File: config.mk
export PLATFORM = sky130hd
export DESIGN_NAME = muldiv_unit
export DESIGN_NICKNAME = d
export VERILOG_FILES = /design/src/rtl/muldiv_pkg.sv /design/src/rtl/mdu_signfix.sv /design/src/rtl/muldiv_unit.sv
export SDC_FILE = /design/constraint.sdc
export NUM_CORES = 1
export LEC_CHECK = 0
export CAP_MARGIN = 10
export CORE_MARGIN = 2
export CORE_UTILIZATION = 45
export DETAILED_ROUTE_END_ITERATION = 16
export GPL_TIMING_DRIVEN = 0
export PLACE_DENSITY = 0.66
export SLEW_MARGIN = 30
export SYNTH_ARGS = -nofsm -noshare
export SYNTH_HDL_FRONTEND = slang
export SYNTH_SLANG_ARGS = --single-unit
export TNS_END_PERCENT = 50
File: constraint.sdc
create_clock -name clk -period 4.3 [get_ports clk]
set_input_delay 0.86 -clock clk [delete_from_list [all_inputs] [get_ports clk]]
set_output_delay 0.86 -clock clk [all_outputs]
set_load 0.02 [all_outputs]
File: src/rtl/muldiv_pkg.sv
// Shared encodings for the iterative multiply/divide unit: operation codes and FSM states.
package muldiv_pkg;

   localparam logic [1:0] OP_MULT  = 2'b00;
   localparam logic [1:0] OP_MULTU = 2'b01;
   localparam logic [1:0] OP_DIV   = 2'b10;
   localparam logic [1:0] OP_DIVU  = 2'b11;

   typedef enum logic [1:0] {
      ST_IDLE = 2'd0,
      ST_CALC = 2'd1,
      ST_FIX  = 2'd2,
      ST_DONE = 2'd3
   } state_t;

   function automatic logic op_is_signed(input logic [1:0] op);
      return (op == OP_MULT) || (op == OP_DIV);
   endfunction

   function automatic logic op_is_div(input logic [1:0] op);
      return (op == OP_DIV) || (op == OP_DIVU);
   endfunction

endpackage

File: src/rtl/mdu_signfix.sv
// Conditional two's-complement negate; used both for operand magnitude and result sign fixup.
module mdu_signfix #(
   parameter int WIDTH = 32
) (
   input  logic             neg,
   input  logic [WIDTH-1:0] din,
   output logic [WIDTH-1:0] dout
);

   assign dout = neg ? (~din + WIDTH'(1)) : din;

endmodule

File: src/rtl/muldiv_unit.sv
// Radix-2 iterative MULT/MULTU/DIV/DIVU with HI/LO registers.
// One step per cycle on magnitudes; done WIDTH+1 edges after the start edge.
module muldiv_unit
   import muldiv_pkg::*;
#(
   parameter int WIDTH = 32
) (
   input  logic             clk,
   input  logic             reset,
   input  logic             start,
   input  logic [1:0]       op,
   input  logic [WIDTH-1:0] a,
   input  logic [WIDTH-1:0] b,
   input  logic             hi_we,
   input  logic             lo_we,
   input  logic [WIDTH-1:0] wdata,
   output logic             busy,
   output logic             done,
   output logic             dz,
   output logic [WIDTH-1:0] hi,
   output logic [WIDTH-1:0] lo
);

   localparam int CW = (WIDTH > 1) ? $clog2(WIDTH) : 1;

   state_t             state;
   logic [CW-1:0]      cnt;
   logic [WIDTH-1:0]   acc_hi;
   logic [WIDTH-1:0]   acc_lo;
   logic [WIDTH-1:0]   opnd;
   logic               is_div;
   logic               neg_q;
   logic               neg_r;
   logic               dz_r;

   logic               a_neg;
   logic               b_neg;
   logic [WIDTH-1:0]   a_abs;
   logic [WIDTH-1:0]   b_abs;
   logic               div_by_zero;

   logic [WIDTH:0]     mul_sum;
   logic [WIDTH:0]     div_shift;
   logic [WIDTH:0]     div_diff;
   logic               div_ge;

   logic [2*WIDTH-1:0] prod_fix;
   logic [WIDTH-1:0]   quo_fix;
   logic [WIDTH-1:0]   rem_fix;

   assign a_neg       = op_is_signed(op) & a[WIDTH-1];
   assign b_neg       = op_is_signed(op) & b[WIDTH-1];
   assign div_by_zero = op_is_div(op) && (b == '0);

   mdu_signfix #(.WIDTH(WIDTH)) u_abs_a (.neg(a_neg), .din(a), .dout(a_abs));
   mdu_signfix #(.WIDTH(WIDTH)) u_abs_b (.neg(b_neg), .din(b), .dout(b_abs));

   mdu_signfix #(.WIDTH(2*WIDTH)) u_fix_prod (
      .neg  (neg_q),
      .din  ({acc_hi, acc_lo}),
      .dout (prod_fix)
   );
   mdu_signfix #(.WIDTH(WIDTH)) u_fix_quo (.neg(neg_q), .din(acc_lo), .dout(quo_fix));
   mdu_signfix #(.WIDTH(WIDTH)) u_fix_rem (.neg(neg_r), .din(acc_hi), .dout(rem_fix));

   // Multiply: acc_lo holds the remaining multiplier bits, product shifts in from the top.
   always_comb begin
      mul_sum = {1'b0, acc_hi};
      if (acc_lo[0]) begin
         mul_sum = {1'b0, acc_hi} + {1'b0, opnd};
      end
   end

   // Divide: partial remainder stays below the divisor, so the top diff bit is an exact borrow.
   assign div_shift = {acc_hi, acc_lo[WIDTH-1]};
   assign div_diff  = div_shift - {1'b0, opnd};
   assign div_ge    = ~div_diff[WIDTH];

   always_ff @(posedge clk or negedge reset) begin
      if (!reset) begin
         state  <= ST_IDLE;
         cnt    <= '0;
         acc_hi <= '0;
         acc_lo <= '0;
         opnd   <= '0;
         is_div <= 1'b0;
         neg_q  <= 1'b0;
         neg_r  <= 1'b0;
         dz_r   <= 1'b0;
         hi     <= '0;
         lo     <= '0;
      end else begin
         dz_r <= 1'b0;
         case (state)
            ST_IDLE, ST_DONE: begin
               if (hi_we) hi <= wdata;
               if (lo_we) lo <= wdata;
               if (start) begin
                  if (div_by_zero) begin
                     state <= ST_DONE;
                     dz_r  <= 1'b1;
                  end else begin
                     state  <= ST_CALC;
                     cnt    <= '0;
                     is_div <= op_is_div(op);
                     neg_q  <= a_neg ^ b_neg;
                     neg_r  <= a_neg;
                     acc_hi <= '0;
                     acc_lo <= a_abs;
                     opnd   <= b_abs;
                  end
               end else begin
                  state <= ST_IDLE;
               end
            end
            ST_CALC: begin
               if (is_div) begin
                  acc_hi <= div_ge ? div_diff[WIDTH-1:0] : div_shift[WIDTH-1:0];
                  acc_lo <= {acc_lo[WIDTH-2:0], div_ge};
               end else begin
                  acc_hi <= mul_sum[WIDTH:1];
                  acc_lo <= {mul_sum[0], acc_lo[WIDTH-1:1]};
               end
               cnt <= cnt + 1'b1;
               if (cnt == CW'(WIDTH - 1)) begin
                  state <= ST_FIX;
               end
            end
            ST_FIX: begin
               if (is_div) begin
                  hi <= rem_fix;
                  lo <= quo_fix;
               end else begin
                  hi <= prod_fix[2*WIDTH-1:WIDTH];
                  lo <= prod_fix[WIDTH-1:0];
               end
               cnt   <= '0;
               state <= ST_DONE;
            end
            default: state <= ST_IDLE;
         endcase
      end
   end

   assign busy = (state == ST_CALC) || (state == ST_FIX);
   assign done = (state == ST_DONE);
   assign dz   = dz_r;

endmodule

==> impl_summary.txt <==
----------------------------------------------------
[Global route]
  Antenna violations before repair ... 0
  Global-route wire length before repair ... 82,900 um
  GR Overflow Total ... 0
  Aggregate global-route resource usage ... 0.318
  Pin count of the biggest net entering global routing ... 66
  Number of global-route vias before repair ... 14,309

[Cells and area]
  Total of fill cells in the finished design ... between 3,000 and 4,000
  Non-Filler Instances ... roughly 2,500
  Area Growth Syn to Fin ... 20.2%
  Register Area ... 4280 um^2
  Ant diodes ... 0
  Share of final-layout standard cells stronger than drive strength 1 ... 0.0437
  Combined area of the multi-input logic cells ... 9670 um^2
  Share of the core filled with cells in the final layout ... 0.544
  Nets@finish ... approximately 2,200

[Yosys]
  Dominant synthesized flop cell ... sky130_fd_sc_hd__dfrtp_1
  Cell area after technology mapping ... 14,600 um^2
  Syn Inst Count ... 1,877
  Number of synthesized register bits ... 171
  Ys Warns ... 0
  Fraction of registers with async set/reset ... 1.00
  Number of flops mapped to enable cells by yosys ... 0
  Average instance area after synthesis ... 7.79 um^2
  Syn Nets ... 2,055
  Proportion of netlist area held by the largest area contributor ... 0.293
  Post-synthesis cell type count ... between 70 and 80
  Leading cell types by total area after synthesis ... sky130_fd_sc_hd__dfrtp_1 29%, sky130_fd_sc_hd__o21ai_0 8.7%, sky130_fd_sc_hd__nand2_1 7.1%, sky130_fd_sc_hd__ha_1 6.2%, sky130_fd_sc_hd__xnor2_1 5.6%
  Proportion of synthesized chip area in sequential cells ... 0.293
  Commonest cells post-synth ... 278 x sky130_fd_sc_hd__nand2_1, 254 x sky130_fd_sc_hd__o21ai_0, 171 x sky130_fd_sc_hd__dfrtp_1
  Most instantiated library cell after synthesis ... sky130_fd_sc_hd__nand2_1
  Area leader, netlist ... sky130_fd_sc_hd__dfrtp_1

[Timing]
  FMAX ... about 240 MHz
  Setup TNS Final ... 0 ns
  Total count of hold-check failures in the final report ... 0
  Minimum clock period ... 4.19 ns
  Final critical-path setup slack ... 0.112 ns
  Max-slew headroom ... 0.314
  Number of pins with negative max-slew slack in the final report ... 0
  RSZ-0062 raised after global routing ... false
  Actual slew at the worst max-slew pin ... around 1 ns
  Post-Route Skew ... around 0.012 ns
  # setup viols final ... 0
  Post-route clock period utilization ... 0.974

[Critical path]
  Setup slack of the most critical reg-to-reg path ... 0.17 ns
  Family with the most delay on the worst path ... simple AND/OR/NAND/NOR gates
  Required time of the critical path ... 4.62 ns
  Logic depth of the worst setup path including buffers ... 10
  Critical path type ... input port to register
  Combined buffer and inverter count along the critical path ... 1
  Cell chain of the critical path ... clkdlybuf4s50_1, or4_1, nor4_2, nand3b_1, o21bai_4, o21ai_2, nand2_1, nor2_1, a32oi_1, o211ai_1
  Critical register-to-register path startpoint ... acc_lo[31]$_DFFE_PN0P_
  Highest net fanout along the worst path ... 10
  CP startpoint ... b[24]
  Data arrival at the endpoint of the critical path ... 4.51 ns
  Worst stage delay on the critical path ... 0.64 ns
  Endpoint kind of the worst setup timing path ... register
  Slowest library cell on the worst path ... sky130_fd_sc_hd__or4_1
  Reg-to-reg endpoint ... acc_hi[18]$_DFFE_PN0P_
  Register-to-Register Path Depth ... 14
  Last element of the critical path ... acc_hi[21]$_DFFE_PN0P_
  Startpoint Class ... input port

[Flow run]
  Count of maximum capacitance violations ... 0

[Die]
  Effective utilization at floorplan ... 0.453
  Core area ... roughly 32,000 um^2
  Top-level I/O count ... 170
  Die Outline Area ... 34,000 um^2
  Height of the die ... between 150 and 200 um
  Number of core rows ... 66
  Floorplan die width ... approximately 180 um

[Clock network]
  Cts-stage hold buffer count ... 0
  Clock latency at the later pin of the worst-skew pair ... 0.45 ns
  Max H-tree Level ... 4
  Root buffer selected by CTS ... sky130_fd_sc_hd__clkbuf_16
  Buffers from clock root to sink, at most ... 2
  Number of buffers added by the clock tree synthesis step ... 17
  TritonCTS sink count ... 171
  Clock Pin Slew Worst Setup and Hold Paths ... 0.08 ns
  CTS tree ... built

[Power and ir drop]
  Power share of the sequential group ... 0.206
  Internal Power ... 7390 uW
  P_sw ... about 9000 uW
  Part of the power in combinational logic ... 0.698
  Net switching share of the total power ... 0.549
  Power per standard cell area ... around 930 nW/um^2
  Clock group share of total power ... 0.096
  Total leakage power ... 0.00746 uW
  Maximum ir drop on the vdd rail ... roughly 0.57 mV

[Detailed routing]
  DR vias/cell ... 6.07
  Count of TritonRoute iterations in the first routing pass ... 6
  Post-detailed-routing wire length ... 54,300 um
  Count of vias placed by the detailed router ... between 15,000 and 20,000
  Routed WL per cell ... approximately 22 um
  Residual DRC count ... 0
  Post-detailed-route count of antenna-violating nets ... 0
  Iteration-0 DRC count of the detailed router ... about 1,400

[Min path]
  Worst min-delay path category ... input port to asynchronous set/reset pin

[Run status]
  Outcome ... finished clean

[Placed design]
  Estimated wirelength of the detail-placed design ... 43,200 um
  Final weighted congestion in routability-driven placement ... around 1
  Port Buf Inserts ... 169
  Cells after DPL ... 2,491
  Pre-CTS WS ... -0.681 ns

----------------------------------------------------
power by group through the flow:
stage | combinational [uW] | sequential [uW] | clock (uW)
global placement | 11000 | 3340 | 0
global route | 12500 | 3450 | 1630
CTS | 11200 | 3320 | 1570
floorplan | 7380 | 3310 | 0
detailed placement | 11100 | 3360 | 0
finish | 11400 | 3380 | 1570
through the flow:
stage	power (uW)	cell area [um^2]	hold slack (ns)
floorplan	10700	14600	0.456
global placement	14300	16900	0.466
detailed placement	14500	16900	0.470
CTS	16100	17600	0.298
global route	17500	17600	0.309
finish	16400	17600	0.296
kinds of logic (layout without fill, tap and decap cells):
kind of cell	count (synthesis)	in the layout	synth area share
and+or+nand+nor	578	578	0.185
xor gates and xnor gates	170	170	0.102
buffers and inverters	182	387	0.0488
AOI/OAI and AO/OA	635	635	0.261
adders and majority gates	75	75	0.0652
muxes	66	66	0.0459
DFF	171	171	0.293
flip-flops by register name, summed over array words and instances, names as in the netlist:
| name | count |
|---|---|
| neg_r | 1 |
| state | 2 |
| opnd | 32 |
| hi | 32 |
| dz | 1 |
| acc_hi | 32 |
| neg_q | 1 |
| lo | 32 |
| acc_lo | 32 |
| is_div | 1 |
| cnt | 5 |
layout by cell type, fill, tap and decap left out, types with 25 or more instances in the layout:
cell	Yosys	routed
sky130_fd_sc_hd__clkbuf_1	89	85
sky130_fd_sc_hd__ha_1	73	73
sky130_fd_sc_hd__xnor2_1	94	94
sky130_fd_sc_hd__nor3_1	39	39
sky130_fd_sc_hd__xor2_1	76	76
sky130_fd_sc_hd__mux2i_1	58	58
sky130_fd_sc_hd__nor2_1	96	96
sky130_fd_sc_hd__inv_1	67	67
sky130_fd_sc_hd__dfrtp_1	171	171
sky130_fd_sc_hd__a21o_1	35	35
sky130_fd_sc_hd__nand2_1	278	278
sky130_fd_sc_hd__a21oi_1	149	149
sky130_fd_sc_hd__nor2b_1	25	25
sky130_fd_sc_hd__o21ai_0	254	254
sky130_fd_sc_hd__a31oi_1	29	28
sky130_fd_sc_hd__clkdlybuf4s50_1	0	168
sky130_fd_sc_hd__o31ai_1	31	30
layer usage:
metal / GRT usage / share of wire / vias to the layer above
met2: 0.477 / 0.42 / 773
met3: 0.0549 / 0.089 / 97
met5: 0 / 0 / -
li1: - / - / 7110
met1: 0.464 / 0.46 / 7335
met4: 0.105 / 0.029 / 0
how the worst min path moves through the flow:
stage               cells after the start  slack [ns]                from                  to
finish                                  1        0.30               reset  lo[22]$_DFFE_PN0P_
global route                            1        0.31               reset  lo[22]$_DFFE_PN0P_
CTS                                     1        0.30               reset  lo[22]$_DFFE_PN0P_
detailed placement                      2        0.47  lo[30]$_DFFE_PN0P_  lo[30]$_DFFE_PN0P_
global placement                        2        0.47  lo[27]$_DFFE_PN0P_  lo[27]$_DFFE_PN0P_
floorplan                               2        0.46  cnt[4]$_DFFE_PN0P_  cnt[4]$_DFFE_PN0P_
timing repair:
item	4_1_cts	5_1_grt
endpoints found under the setup margin	23	35
pin swaps	1	0
buffers inserted	2	0
resized for setup	3	10
final cells by class:
type                    instances  area share
multi-input cells            1524       0.550
flip-flops and latches        171       0.244
repair buffers                174       0.101
well taps                     442      0.0315
plain buffers                 113      0.0261
clock buffers                  18      0.0244
inverters                      68      0.0145
clock inverters                14     0.00876
No activity file was read; power rests on OpenSTA's default activity.
